--- config.mk ---
export PLATFORM = sky130hd
export DESIGN_NAME = muldiv_seq_flat
export DESIGN_NICKNAME = d
export VERILOG_FILES = /design/src/rtl/muldiv_seq_if.sv /design/src/rtl/muldiv_seq.sv /design/src/flat_wrapper.sv
export SDC_FILE = /design/constraint.sdc
export NUM_CORES = 1
export LEC_CHECK = 0
export ABC_AREA = 1
export BUFFER_PORTS_ARGS = -buffer_cell sky130_fd_sc_hd__buf_4
export CORE_MARGIN = 2
export CORE_UTILIZATION = 35
export DETAILED_ROUTE_END_ITERATION = 6
export PLACE_DENSITY = 0.58
export REMOVE_ABC_BUFFERS = 1
export SYNTH_ARGS = -nofsm -noshare
export SYNTH_HDL_FRONTEND = slang
export SYNTH_SLANG_ARGS = --single-unit
export TNS_END_PERCENT = 100
--- constraint.sdc ---
create_clock -name clk -period 3.95 [get_ports clk]
set_clock_uncertainty 0.15 [all_clocks]
set_input_delay 0.395 -clock clk [delete_from_list [all_inputs] [get_ports clk]]
set_output_delay 0.395 -clock clk [all_outputs]
set_load 0.01 [all_outputs]
--- src/rtl/muldiv_seq_if.sv ---
// Multiply/divide request/response bundle between the MIPS datapath (master)
// and the iterative HI/LO unit (slave).
interface muldiv_seq_if #(
   parameter int XLEN = 32
);
   logic            start;
   logic [1:0]      op;
   logic [XLEN-1:0] a;
   logic [XLEN-1:0] b;
   logic            busy;
   logic            done;
   logic [XLEN-1:0] lo;
   logic [XLEN-1:0] hi;

   modport master (
      output start, op, a, b,
      input  busy, done, lo, hi
   );

   modport slave (
      input  start, op, a, b,
      output busy, done, lo, hi
   );
endinterface

--- src/rtl/muldiv_seq.sv ---
// Radix-2 shift-add multiplier / restoring divider producing the MIPS HI/LO pair,
// one iteration per cycle, XLEN iterations per operation.
module muldiv_seq #(
   parameter int XLEN = 32
) (
   input  logic        clk,
   input  logic        reset,
   muldiv_seq_if.slave bus,
   output logic [1:0]  dbg_state
);
   // Handshake: start (with op/a/b) is accepted only in IDLE (busy=0, done=0);
   // anything else is dropped. done is a one-cycle pulse; lo/hi are valid in that
   // cycle and hold until the next done. There is no backpressure on the result.

   localparam int CW = $clog2(XLEN);

   typedef enum logic [1:0] {
      IDLE = 2'd0,
      CALC = 2'd1,
      DONE = 2'd2
   } state_t;

   state_t          state_q, state_d;
   logic [CW-1:0]   count_q;
   logic            div_q, neg_q, rem_neg_q, dz_q;
   logic [XLEN-1:0] m_q, acc_hi_q, acc_lo_q, lo_q, hi_q;

   logic            in_signed, sign_a, sign_b;
   logic [XLEN-1:0] mag_a, mag_b;
   logic [XLEN:0]   mul_sum, rem_sh, trial;
   logic [XLEN-1:0] acc_hi_d, acc_lo_d, lo_fix, hi_fix;
   logic [2*XLEN-1:0] prod_neg;
   logic            last_iter;

   assign in_signed = ~bus.op[0];
   assign sign_a    = in_signed & bus.a[XLEN-1];
   assign sign_b    = in_signed & bus.b[XLEN-1];
   assign mag_a     = sign_a ? -bus.a : bus.a;
   assign mag_b     = sign_b ? -bus.b : bus.b;
   assign last_iter = (count_q == CW'(XLEN-1));

   always_comb begin
      state_d = state_q;
      case (state_q)
         IDLE:    if (bus.start) state_d = CALC;
         CALC:    if (last_iter) state_d = DONE;
         DONE:    state_d = IDLE;
         default: state_d = IDLE;
      endcase
   end

   // m_q is the multiplicand for mult and the divisor for div; acc_lo holds the
   // multiplier / dividend bits being consumed.
   always_comb begin
      mul_sum  = {1'b0, acc_hi_q} + (acc_lo_q[0] ? {1'b0, m_q} : {(XLEN+1){1'b0}});
      rem_sh   = {acc_hi_q, acc_lo_q[XLEN-1]};
      trial    = rem_sh - {1'b0, m_q};
      acc_hi_d = mul_sum[XLEN:1];
      acc_lo_d = {mul_sum[0], acc_lo_q[XLEN-1:1]};
      if (div_q) begin
         if (!trial[XLEN]) begin
            acc_hi_d = trial[XLEN-1:0];
            acc_lo_d = {acc_lo_q[XLEN-2:0], 1'b1};
         end else begin
            acc_hi_d = rem_sh[XLEN-1:0];
            acc_lo_d = {acc_lo_q[XLEN-2:0], 1'b0};
         end
      end
      prod_neg = -{acc_hi_d, acc_lo_d};
      lo_fix   = neg_q ? prod_neg[XLEN-1:0]      : acc_lo_d;
      hi_fix   = neg_q ? prod_neg[2*XLEN-1:XLEN] : acc_hi_d;
      // With a zero divisor every trial succeeds: quotient is all ones and the
      // remainder is |a|, which the dividend-sign fix turns back into raw a.
      if (div_q) begin
         lo_fix = dz_q ? {XLEN{1'b1}} : (neg_q ? -acc_lo_d : acc_lo_d);
         hi_fix = rem_neg_q ? -acc_hi_d : acc_hi_d;
      end
   end

   always_ff @(posedge clk) begin
      if (reset) begin
         state_q   <= IDLE;
         count_q   <= '0;
         div_q     <= 1'b0;
         neg_q     <= 1'b0;
         rem_neg_q <= 1'b0;
         dz_q      <= 1'b0;
         m_q       <= '0;
         acc_hi_q  <= '0;
         acc_lo_q  <= '0;
         lo_q      <= '0;
         hi_q      <= '0;
      end else begin
         state_q <= state_d;
         case (state_q)
            IDLE: if (bus.start) begin
               div_q     <= bus.op[1];
               neg_q     <= sign_a ^ sign_b;
               rem_neg_q <= sign_a;
               dz_q      <= (bus.b == '0);
               m_q       <= bus.op[1] ? mag_b : mag_a;
               acc_hi_q  <= '0;
               acc_lo_q  <= bus.op[1] ? mag_a : mag_b;
               count_q   <= '0;
            end
            CALC: begin
               acc_hi_q <= acc_hi_d;
               acc_lo_q <= acc_lo_d;
               count_q  <= count_q + 1'b1;
               if (last_iter) begin
                  lo_q <= lo_fix;
                  hi_q <= hi_fix;
               end
            end
            default: ;
         endcase
      end
   end

   assign bus.busy  = (state_q == CALC);
   assign bus.done  = (state_q == DONE);
   assign bus.lo    = lo_q;
   assign bus.hi    = hi_q;
   assign dbg_state = state_q;
endmodule

--- src/flat_wrapper.sv ---
// flat-port wrapper written by rule: the top's interface ports become plain ports
module muldiv_seq_flat 
#(
   parameter int XLEN = 32
)
  (clk, reset, dbg_state, bus_start, bus_op, bus_a, bus_b, bus_busy, bus_done, bus_lo, bus_hi);
  muldiv_seq_if #(.XLEN(XLEN)) bus_i ();
  input  logic clk;
  input  logic reset;
  output logic [1:0] dbg_state;
  input wire logic [$bits(bus_i.start)-1:0] bus_start;
  input wire logic [$bits(bus_i.op)-1:0] bus_op;
  input wire logic [$bits(bus_i.a)-1:0] bus_a;
  input wire logic [$bits(bus_i.b)-1:0] bus_b;
  output wire logic [$bits(bus_i.busy)-1:0] bus_busy;
  output wire logic [$bits(bus_i.done)-1:0] bus_done;
  output wire logic [$bits(bus_i.lo)-1:0] bus_lo;
  output wire logic [$bits(bus_i.hi)-1:0] bus_hi;
  assign bus_i.start = bus_start;
  assign bus_i.op = bus_op;
  assign bus_i.a = bus_a;
  assign bus_i.b = bus_b;
  assign bus_busy = bus_i.busy;
  assign bus_done = bus_i.done;
  assign bus_lo = bus_i.lo;
  assign bus_hi = bus_i.hi;
  muldiv_seq #(.XLEN(XLEN)) u_core (.clk(clk), .reset(reset), .bus(bus_i), .dbg_state(dbg_state));
endmodule
Yosys cells after proc, flatten, opt, wreduce, memory -nomap -nowiden
Cells that the tools add are included.

Register bits: 171. Input port bits: 69. Output and inout port bits: 68. Word-level logic and storage cells: 60.

Add/sub/neg operators: 8. Eq/ne operators: 5. Muxes and demuxes: 25. Bitwise operators: 4. Reductions and logical operators: 7.

Operators by type and width (count): $mux W32 (17); $neg A32 Y32 (4); $pmux W32 S2 (2); $neg A64 Y64 (1); $add A32 B33 Y33 (1); $sub A33 B32 Y33 (1); $logic_not A32 Y1 (1); $pmux W5 S2 (1); $reduce_and A2 Y1 (4); $add A5 B1 Y5 const B (1); $eq A5 B5 Y1 const B (1); $mux W5 (1); $mux W2 (2); $pmux W2 S2 (1); $and A1 B1 Y1 (2); $eq A2 B1 Y1 const B (1); $eq A2 B2 Y1 const B (1); $logic_not A2 Y1 (1); $ne A2 B1 Y1 const B (1); $ne A2 B2 Y1 const B (1); $reduce_bool A2 Y1 (1); $mux W1 (1); $not A1 Y1 (1); $xor A1 B1 Y1 (1).

Longest topological paths before layout
Gate-level depths: netlist (run 1).

Word-level depth: 7. Depth in mapped cells: 34. Gate-level depth less buffers: 33.

Worst setup path before layout (run 1)
Ideal clock, no wire load.

Path kind: reg-to-reg. From: register u_core.acc_lo_q[31]. To: register u_core.hi_q[28] (netlist: u_core.bus.hi[28]). Library setup time: 117 ps. Arrival time: 3677 ps. Data required time: 3683 ps. Setup slack: 6 ps. Cell stages (with the launch flop): 34. Buffers on the path: 1. Clock period less this slack: 3944 ps. Cells stage by stage: dfxtp_1 -> inv_1 -> ha_1 -> fa_1 -> inv_1 -> nand2_1 -> nand2_1 -> nand3_1 -> nand2_1 -> nand2_1 -> nand2_2 -> nand2_4 -> nand3_2 -> nand2_4 -> buf_6 -> a21boi_2 -> ha_1 -> nand3_1 -> nor3_2 -> nand3_1 -> nor2_2 -> nand3_1 -> nor2_1 -> nand3_1 -> nand2_1 -> inv_1 -> nor2_1 -> nand2_1 -> a21oi_2 -> nand2_1 -> nand3_1 -> nand2_1 -> nor2_1 -> nor2_1.

Longest elaborated chain between the ends: 6. Elaborated cells on any way between the ends: 10. Those cells by class: add/sub (3); mux (7).

RTL lines: from (decl) (RTL line muldiv_seq.sv:26) `logic [XLEN-1:0] m_q, acc_hi_q, acc_lo_q, lo_q, hi_q;`; from (signal assigned) (RTL line muldiv_seq.sv:103) `acc_lo_q <= bus.op[1] ? mag_a : mag_b;`; from (signal assigned) (RTL line muldiv_seq.sv:108) `acc_lo_q <= acc_lo_d;`; $sub A33 B32 Y33 (RTL line muldiv_seq.sv:57) `trial = rem_sh - {1'b0, m_q};`; $mux W1 or $mux W32 (tied branches) (RTL line muldiv_seq.sv:61) `if (!trial[XLEN]) begin`; $mux W32 (RTL line muldiv_seq.sv:60) `if (div_q) begin`; $neg A64 Y64 or $neg A32 Y32 (tied branches) (RTL line muldiv_seq.sv:69, muldiv_seq.sv:76); $mux W32 (on tied branches) (RTL line muldiv_seq.sv:71, muldiv_seq.sv:76); $mux W32 (*) (RTL line muldiv_seq.sv:74) `if (div_q) begin`; to (signal assigned) (RTL line muldiv_seq.sv:112) `hi_q <= hi_fix;`; to (decl) (RTL line muldiv_seq.sv:26).

Every way passes the cells marked *; elsewhere a longest branch is shown, timed or not. A chain may end at the register's enable or synchronous reset.

Worst setup path in the final report (run 1)
From: register u_core.acc_lo_q[31]. To: register u_core.hi_q[12] (netlist: u_core.bus.hi[12]).

The elaborated chain is that of the path after synthesis.

==> reports/qor.csv, run 1 <==
stage;metric;value;unit
pwr;Comb pwr share;47.6;%
floorplanning;Die H;222;um
clock_network;Reg clk slew, reported paths;0.08;ns
logic_synthesis;flops & latches, synth;171;
worst_setup_path;worst r2r src;u_core.acc_lo_q[31];
drt;Met2 Wirelength;33.3;mm
sta;worst setup margin;-0.0671;ns
hold_path;HP Class;in -> reg;
clock_network;H-tree depth;4;
layout;Finished Layout Cells;3980;
pwr;Clock Power Share;25.7;%
pwr;Reg power frac;26.7;%
hold_path;hold path cells;3;
logic_synthesis;post-synthesis mux area share;0;%
logic_synthesis;Synth Area in XOR/XNOR;5.51;%
layout;ANT cells;0;
placement;Post-Place Cells;3921;
sta;Max Slew Vio Count;0;
pwr;Internal;3980;uW
worst_setup_path;worst reg2reg endpoint;u_core.bus.hi[12];
clock_network;clk root buf;clkbuf_16;
worst_setup_path;family with the most delay on the worst path;simple AND/OR/NAND/NOR gates;
logic_synthesis;Post-synth EDFFs;0;
sta;RSZ-0062 raised after global routing;yes;
layout;FILL cells;5042;
global_route;first-pass GRT wire length;111;mm
floorplanning;Initial Util;35.7;%
pwr;total chip power;6930;uW
drt;drt pass-1 iters;6;
placement;HPWL after DPL;59.7;mm
drt;wire length per cell;18.5;um
logic_synthesis;Post-Synth Simple-Gate Area;37.5;%
flow_run;Max-Cap Viols;0;
pwr;sw power;2950;uW
clock_network;CTS Buf Count;17;
sta;final hold vios;0;
sta;Final Cycle Share;102;%
global_route;vias in the first global route;19200;
logic_synthesis;Syn Area/Cell;5.73;um2
pwr;Sw Share;42.6;%
logic_synthesis;Synth Area in Adders;5.49;%
logic_synthesis;compound-gate portion of the synthesized area;17.4;%
worst_setup_path;reg2reg setup slack;-0.07;ns
worst_setup_path;Max FO, Critical Path;4;
floorplanning;# rows;79;
sta;fin crit period;4.02;ns
sta;hold slack final;0.0603;ns
worst_setup_path;CP Class;reg -> reg;
drt;# DRC;0;
pwr;power density over cell area;311;nW/um2
drt;DRT antenna net count;0;
worst_setup_path;WP buf/inv;3;
layout;nets@finish;3501;
pwr;Leak;0.0119;uW
sta;setup violators final;3;
placement;placer congestion estimate;0.958;
layout;share of post-route cells with drive strength above 1;24.0;%
clock_network;CTS tree;done;
logic_synthesis;cell area after synthesis;16700;um2
drt;wl on met1;33.0;mm
floorplanning;Die ar.;49400;um2
layout;Multi-input gate area;11600;um2
global_route;GRT Residual Overflow;0;
hold_path;Hold Path Origin;bus_a[0];
placement;PortBufs;136;
logic_synthesis;Post-synth ARST share;0;%
worst_setup_path;WP data required;4.19;ns
clock_network;CTS Hold Bufs;0;
global_route;total global-route track usage;29.3;%
drt;final wirelength;73.6;mm
worst_setup_path;slowest stage delay, CP;0.35;ns
drt;highest metal layer with signal wires;met4;
sta;worst slew pin tran;1.14;ns
global_route;initial antenna violation count;1;
sta;Slew headroom;23.4;%
logic_synthesis;Yosys warnings;0;
clock_network;Max Root-Sink Buffers;2;
placement;Place WS;-0.359;ns
logic_synthesis;Mapped Cells;2910;
logic_synthesis;Seq/Total Area, Yosys;20.5;%
worst_setup_path;Worst path most repeated cell;nand2_1;
worst_setup_path;Crit-path slowest cell;fa_2;
layout;Area Growth Syn to Fin;33.8;%
worst_setup_path;crit path launch type;register;
layout;Sequential Area;3440;um2
worst_setup_path;Worst setup EP type;register;
clock_network;clk_lat worst skew;0.51;ns
worst_setup_path;Worst Reg2Reg Path Length in Cells;31;
logic_synthesis;ys flop type;dfxtp_1;
drt;Vias/cell;5.12;
drt;met3 WL;4.15;mm
layout;Layout Utilization;47.7;%
clock_network;CTS sink count;171;
worst_setup_path;Critical Path Stages;31;
drt;routed vias;20400;
floorplanning;Die Wd;222;um
outcome;failing checks;setup timing;
outcome;status;finished with violations;
sta;fmax;249;MHz
worst_setup_path;CP arrival;4.26;ns
global_route;largest net degree at the start of global routing;98;
pwr;Max rail drop VDD;266;uV
logic_synthesis;largest family of logic cells by synthesized area;simple AND/OR/NAND/NOR gates;
hold_path;Worst Hold Path EP;u_core.m_q[0];
logic_synthesis;synth unique cells;57;
floorplanning;IO Count;137;
floorplanning;Core ar.;46800;um2
drt;DRT iter0 DRCs;1729;
## power groups by stage
stage	clock, uW	sequential, uW	combinational, uW
2_1_floorplan	0	1900	1720
3_3_place_gp	0	1880	3020
3_5_place_dp	0	1890	3030
4_1_cts	1830	1850	3110
5_1_grt	1880	1860	3610
6_report	1780	1850	3300
## cells by family after synthesis
logic type	count (synthesis)
flip-flops	171
AND/OR/NAND/NOR	1479
buffers and inverters	580
XOR/XNOR	105
AO/OA/AOI/OAI	503
adder cells (fa/ha/maj)	72
## cells in the mapped netlist (12+ instances only)
cell,number,area (um2)
o221ai_1,19,166
xor2_1,72,631
clkbuf_1,67,251
inv_2,12,45.0
o21ai_0,177,886
o22ai_1,15,93.8
nand2_1,876,3290
nand4_1,22,138
xnor2_1,33,289
a22oi_1,19,143
nor3_1,25,125
a31oi_1,15,93.8
nand2_2,34,213
nand3_1,176,881
dfxtp_1,171,3420
a21oi_1,175,876
inv_1,464,1740
o2111ai_1,12,105
o21ai_1,12,60.1
buf_2,13,65.1
ha_1,70,876
nor2_2,28,175
nand3b_1,13,97.6
nor2_1,266,998
buf_1,12,45.0
## flip-flops by register name (all words and copies together), names as in the netlist
| signal | cells |
|---|---|
| u_core.count_q | 5 |
| u_core.bus.lo | 32 |
| u_core.div_q | 1 |
| u_core.acc_hi_q | 32 |
| u_core.dbg_state | 2 |
| u_core.bus.hi | 32 |
| u_core.dz_q | 1 |
| u_core.rem_neg_q | 1 |
| u_core.acc_lo_q | 32 |
| u_core.m_q | 32 |
| u_core.neg_q | 1 |
## worst max path at each step
stage,start,end
after detailed placement,u_core.m_q[23],u_core.bus.hi[30]
after global placement,u_core.acc_lo_q[31],u_core.bus.hi[28]
after floorplan,u_core.div_q,u_core.bus.hi[12]
after global routing,u_core.acc_lo_q[31],u_core.bus.hi[12]
final,u_core.acc_lo_q[31],u_core.bus.hi[12]
after CTS,u_core.acc_lo_q[31],u_core.bus.hi[28]
## placed cells by master (no fill, tap or decap), types with 19 or more instances in the layout
master	instances
inv_1	457
nand4_1	22
o221ai_1	19
nor2_2	47
o21ai_1	25
a22oi_1	19
dfxtp_1	162
nand3_1	162
nand2_2	59
a21oi_1	163
ha_1	50
buf_4	524
nor2_1	236
xnor2_1	33
nand3_2	19
nor3_1	22
o21ai_0	159
xor2_1	72
nand2_1	844
## final cells by class
class	instances	area share, %
Clock buffer	19	1.99
Clock inverter	13	0.667
Inverter	479	8.06
Multi-Input combinational cell	2159	52.2
Sequential cell	171	15.4
Tap cell	607	3.40
Timing Repair Buffer	532	18.3
## through the flow
step | cell area [um2] | TNS, ns
CTS | 21700 | -0.599
floorplan | 16200 | -128.29
finish | 22300 | -0.107
detailed placement | 20800 | -3.86
global placement | 20800 | -2.21
global route | 22300 | -3.41
## repair_timing
action	in CTS	in global routing
setup buffers	10	17
gates cloned	0	1
endpoints found under the setup margin	23	38
gates resized for setup	49	133
pin swaps	22	41
## per-layer routing
layer / global-route usage (%) / up-vias
li1: - / 10200
met1: 39.0 / 9412
met2: 47.6 / 685
met3: 3.61 / 124
met4: 12.8 / 0
met5: 0 / -
## worst min-delay path, cell delays in order
cell and delay (ns):
buf_4 0.13, nand2_1 0.07, a31oi_1 0.07
No activity file was read; power rests on OpenSTA's default activity.
==> run 2, diff against run 1 <==
Settings changed: CORE_UTILIZATION 35 to 55, PLACE_DENSITY 0.58 to 0.79.
Clock period 3.95 ns to 4.83 ns, I/O delays scaled along.
==> run 2 against run 1 <==
Against the previous run:
- the flow now finishes without violations
- maximum frequency down 9.7%
- sequential power down 18%
- power down 27%
- first-iteration DRC count up 44%
- routed wire length down 14%
- register-to-register slack better by 0.45 ns
- critical path type unchanged
- largest cell class unchanged
- largest power group unchanged
==> reports/qor.csv, run 2 (synthesis gave the netlist of run 1 again) <==
stage;metric;value;unit
layout;nets@finish;3139;
placement;dpl cell area;18000;um2
hold_path;Worst Hold Path EP;u_core.dz_q;
outcome;status;complete, no violations;
drt;DRT iter0 DRCs;2486;
floorplanning;Die Wd;178;um
sta;setup violators final;0;
sta;fmax;225;MHz
drt;final wirelength;63.3;mm
global_route;largest net degree at the start of global routing;103;
sta;Slew headroom;13.6;%
pwr;Leak;0.0100;uW
worst_setup_path;Max FO, Critical Path;5;
floorplanning;Die H;178;um
pwr;power density over cell area;273;nW/um2
worst_setup_path;Worst setup EP type;register;
worst_setup_path;Worst Reg2Reg Path Length in Cells;32;
worst_setup_path;crit path launch type;register;
drt;wire length per cell;18.6;um
sta;Final Cycle Share;92.1;%
floorplanning;Core ar.;29700;um2
worst_setup_path;CP Class;reg -> reg;
sta;Max Slew Vio Count;0;
clock_network;CTS sink count;171;
sta;fin crit period;4.45;ns
worst_setup_path;Worst path most repeated cell;nand2_1;
worst_setup_path;CP arrival;4.65;ns
sta;worst slew pin tran;1.28;ns
clock_network;CTS tree;done;
drt;DRT antenna net count;0;
layout;most common cell after layout, fill and taps aside;nand2_1;
global_route;vias in the first global route;17700;
clock_network;clk_lat worst skew;0.46;ns
worst_setup_path;reg2reg setup slack;0.38;ns
worst_setup_path;Crit-path slowest cell;fa_2;
placement;placer congestion estimate;1.07;
global_route;initial antenna violation count;0;
worst_setup_path;worst reg2reg endpoint;u_core.bus.hi[28];
pwr;Max rail drop VDD;254;uV
floorplanning;# rows;63;
drt;drt pass-1 iters;6;
drt;routed vias;19500;
worst_setup_path;WP data required;5.03;ns
layout;ANT cells;0;
global_route;first-pass GRT wire length;96.9;mm
clock_network;H-tree depth;4;
layout;Area Growth Syn to Fin;11.7;%
layout;FILL cells;2945;
sta;final hold vios;0;
hold_path;hold path cells;4;
floorplanning;Initial Util;56.1;%
sta;setup_tns;0;ns
floorplanning;Die ar.;31700;um2
drt;# DRC;0;
clock_network;Max Root-Sink Buffers;2;
flow_run;Max-Cap Viols;0;
drt;Vias/cell;5.75;
floorplanning;IO Count;137;
worst_setup_path;worst r2r src;u_core.acc_lo_q[31];
placement;HPWL after DPL;49.5;mm
hold_path;HP Class;in -> reg;
worst_setup_path;slowest stage delay, CP;0.36;ns
clock_network;clk root buf;clkbuf_16;
placement;PortBufs;136;
layout;post-route cell area;18600;um2
global_route;GRT Residual Overflow;0;
global_route;total global-route track usage;39.6;%
layout;most frequent cells in the layout;nand2_1, inv_1, nor2_1;
hold_path;Hold Path Origin;bus_b[30];
clock_network;Reg clk slew, reported paths;0.08;ns
clock_network;CTS Buf Count;17;
layout;share of post-route cells with drive strength above 1;10.7;%
-- run 2: metrics by stage --
| step | setup slack [ns] | util, % | hold slack, ns | power, uW | instances |
|---|---|---|---|---|---|
| 6_report | 0.384 | 62.7 | 0.185 | 5090 | 3401 |
| 5_1_grt | -0.0133 | 62.7 | 0.198 | 5360 | 3401 |
| 4_1_cts | 0.213 | 62.5 | 0.173 | 5000 | 3399 |
| 3_5_place_dp | 0.256 | 60.5 | 0.326 | 3580 | 3367 |
| 3_3_place_gp | 0.352 | 60.5 | 0.302 | 3560 | 3367 |
| 2_1_floorplan | -1.53 | - | 0.289 | 2960 | 2809 |
-- run 2: what timing repair did --
action                                  in CTS  in global routing
hold buffers                                 0                  0
buffers inserted                             0                  2
gates resized for setup                      0                 11
endpoints found under the setup margin       0                 12
-- run 2: power by group --
group	total (uW)	switching (uW)	leakage, uW	internal (uW)
Clock	1430	699	0.000282	733
Combinational	2140	1480	0.00838	657
Sequential	1520	56.4	0.00139	1460
Total	5090	2240	0.0100	2850
-- run 2: cell type report --
cell class	instances	area, um2	area share (%)
clock inverters	14	151	0.813
inverters	479	1800	9.66
multi-input cells	2159	11100	59.3
repair buffers	170	1280	6.87
well taps	390	488	2.62
clock buffers	18	429	2.30
flip-flops and latches	171	3430	18.4
-- run 2: worst max-delay path by stage --
stage	from	cells after the start	slack (ns)	endpoint
4_1_cts	u_core.acc_lo_q[31]	32	0.21	u_core.bus.hi[28]
3_3_place_gp	u_core.acc_lo_q[31]	32	0.35	u_core.bus.hi[28]
2_1_floorplan	u_core.div_q	20	-1.53	u_core.bus.hi[12]
6_report	u_core.acc_lo_q[31]	32	0.38	u_core.bus.hi[28]
3_5_place_dp	u_core.acc_lo_q[31]	32	0.26	u_core.bus.hi[28]
5_1_grt	u_core.acc_lo_q[31]	32	-0.01	u_core.bus.hi[28]
-- run 2: routing by layer --
layer  GRT usage, %  wire [um]
met1           52.9      26000
met2           60.6      27100
met3           5.78       6240
met4           23.4       3900
met5              0          0
-- run 2: worst max-delay path, delay by kind of cell, from the launching register on --
family	cells	cell delay [ns]
simple gates	24	2.48
fa+ha+maj	3	0.81
compound gates	2	0.35
flops	1	0.32
buf+inv	3	0.23
==> run 3, diff against run 2 <==
Settings changed: PLACE_DENSITY 0.79 to 0.74.
==> run 3 against run 2 <==
Against the previous run:
- maximum frequency about the same
- routed wire length increased by 1.5%
- first-iteration DRC count up 0.97%
- power up 1.4%
- non-clock buffer count did not move
- final cell count stayed put
- die area stayed put
- via count increased by 0.58%
- worst hold slack lost 0.0073 ns
- sequential power about the same
- largest cell class unchanged
- combinational power hardly changed
- critical endpoint unchanged
==> reports/qor.csv, run 3 (synthesis gave the netlist of run 1 again) <==
stage;metric;value;unit
outcome;status;complete, no violations;
worst_setup_path;Max FO, Critical Path;4;
sta;setup violators final;0;
pwr;Max rail drop VDD;229;uV
clock_network;CTS Buf Count;17;
drt;drt pass-1 iters;6;
drt;Vias/cell;5.78;
placement;Post-Place Cells;3365;
drt;DRT iter0 DRCs;2510;
floorplanning;# rows;63;
clock_network;Max Root-Sink Buffers;2;
clock_network;CTS Hold Bufs;0;
floorplanning;Die ar.;31700;um2
floorplanning;Die H;178;um
worst_setup_path;crit path launch type;register;
global_route;largest net degree at the start of global routing;98;
clock_network;clk_lat worst skew;0.47;ns
global_route;first-pass GRT wire length;98.3;mm
layout;ANT cells;0;
pwr;sw power;2230;uW
drt;# DRC;0;
global_route;global-route met2 utilization;62.3;%
worst_setup_path;reg2reg setup slack;0.38;ns
hold_path;Worst Hold Path EP;u_core.m_q[0];
worst_setup_path;slowest stage delay, CP;0.42;ns
floorplanning;Core ar.;29700;um2
worst_setup_path;Crit-path slowest cell;fa_1;
flow_run;Max-Cap Viols;0;
global_route;GRT Residual Overflow;0;
worst_setup_path;WP data required;5.04;ns
clock_network;CTS tree;done;
sta;fin crit period;4.45;ns
pwr;Clock Power Share;28.8;%
sta;worst slew pin tran;1.34;ns
global_route;initial antenna violation count;0;
hold_path;Hold Path Origin;bus_b[0];
worst_setup_path;Worst path most repeated cell;nand2_1;
global_route;met3 track demand over resource;6.42;%
layout;share of post-route cells with drive strength above 1;10.7;%
global_route;vias in the first global route;18100;
hold_path;HP Class;in -> reg;
floorplanning;Initial Util;56.1;%
layout;most common cell after layout, fill and taps aside;nand2_1;
worst_setup_path;CP Class;reg -> reg;
worst_setup_path;Worst setup EP type;register;
worst_setup_path;Worst Reg2Reg Path Length in Cells;32;
layout;nets@finish;3139;
layout;most frequent cells in the layout;nand2_1, inv_1, nor2_1;
placement;PortBufs;136;
hold_path;hold path cells;3;
global_route;total global-route track usage;40.1;%
pwr;Reg power frac;29.4;%
clock_network;CTS sink count;171;
placement;placer congestion estimate;1.05;
global_route;Global Route met1 Usage;51.8;%
pwr;Sw Share;43.2;%
drt;final wirelength;64.2;mm
worst_setup_path;worst reg2reg endpoint;u_core.bus.hi[28];
pwr;Leak;0.0101;uW
pwr;power density over cell area;277;nW/um2
drt;DRT antenna net count;0;
layout;Finished Layout Cells;3401;
placement;HPWL after DPL;49.5;mm
sta;final hold vios;0;
clock_network;Reg clk slew, reported paths;0.08;ns
pwr;total chip power;5160;uW
drt;wire length per cell;18.9;um
worst_setup_path;CP arrival;4.66;ns
sta;fmax;225;MHz
sta;Slew headroom;9.80;%
pwr;Internal;2930;uW
floorplanning;IO Count;137;
worst_setup_path;worst r2r src;u_core.acc_lo_q[31];
pwr;Comb pwr share;41.8;%
drt;routed vias;19700;
sta;Final Cycle Share;92.1;%
sta;Max Slew Vio Count;0;
sta;RSZ-0062 raised after global routing;yes;
clock_network;clk root buf;clkbuf_16;
floorplanning;Die Wd;178;um
global_route;global route hottest layer;met2;
layout;Area Growth Syn to Fin;11.9;%
clock_network;H-tree depth;4;
## run 3: stage by stage
stage | setup WS (ns) | util [%] | instance area, um2 | TNS [ns] | hold WS (ns)
6_report | 0.380 | 62.8 | 18700 | 0 | 0.178
3_5_place_dp | 0.279 | 60.5 | 18000 | 0 | 0.323
2_1_floorplan | -1.53 | - | 16200 | -55.90 | 0.289
4_1_cts | 0.263 | 62.5 | 18600 | 0 | 0.169
5_1_grt | -0.0188 | 62.8 | 18700 | -0.0188 | 0.187
3_3_place_gp | 0.374 | 60.5 | 18000 | 0 | 0.302
## run 3: area by class of cell
| cell class | instances | area (um2) |
|---|---|---|
| multi-input cells | 2159 | 11100 |
| repair buffers | 170 | 1280 |
| fillers | 2845 | 11100 |
| well taps | 390 | 488 |
| flip-flops and latches | 171 | 3430 |
| inverters | 479 | 1800 |
| clock buffers | 20 | 457 |
| clock inverters | 12 | 151 |
## run 3: critical path, delay by kind of cell (launching register included)
family | cells | cell delay [ns]
AOI/OAI and AO/OA | 2 | 0.32
adders and majority gates | 3 | 0.84
buffers and inverters | 3 | 0.23
DFF | 1 | 0.31
and+or+nand+nor | 24 | 2.50
## run 3: how the worst max path moves through the flow
stage                                    from                 to  slack [ns]  depth (start not counted)
after floorplan                  u_core.div_q  u_core.bus.hi[12]       -1.53                         20
after global placement    u_core.acc_lo_q[31]  u_core.bus.hi[28]        0.37                         32
after detailed placement  u_core.acc_lo_q[31]  u_core.bus.hi[28]        0.28                         32
after CTS                 u_core.acc_lo_q[31]  u_core.bus.hi[28]        0.26                         32
after global routing      u_core.acc_lo_q[31]  u_core.bus.hi[28]       -0.02                         32
final                     u_core.acc_lo_q[31]  u_core.bus.hi[28]        0.38                         32
## run 3: repair_timing
item,CTS,global route
setup buffers,0,4
endpoints found under the setup margin,0,12
resized for setup,0,12
## run 3: power by group through the flow
stage,combinational (uW),clock (uW),sequential (uW)
after floorplan,1410,0,1550
after global routing,2370,1540,1520
after CTS,2050,1490,1510
final,2160,1490,1520
after detailed placement,2040,0,1550
after global placement,2020,0,1540
## run 3: metal layers
metal	wire (um)	part of all wire, %	up-vias
met5	0	0	-
met4	4220	6.6	0
met3	6190	9.6	196
met2	27700	43	1133
met1	26100	41	8913
li1	-	-	9418
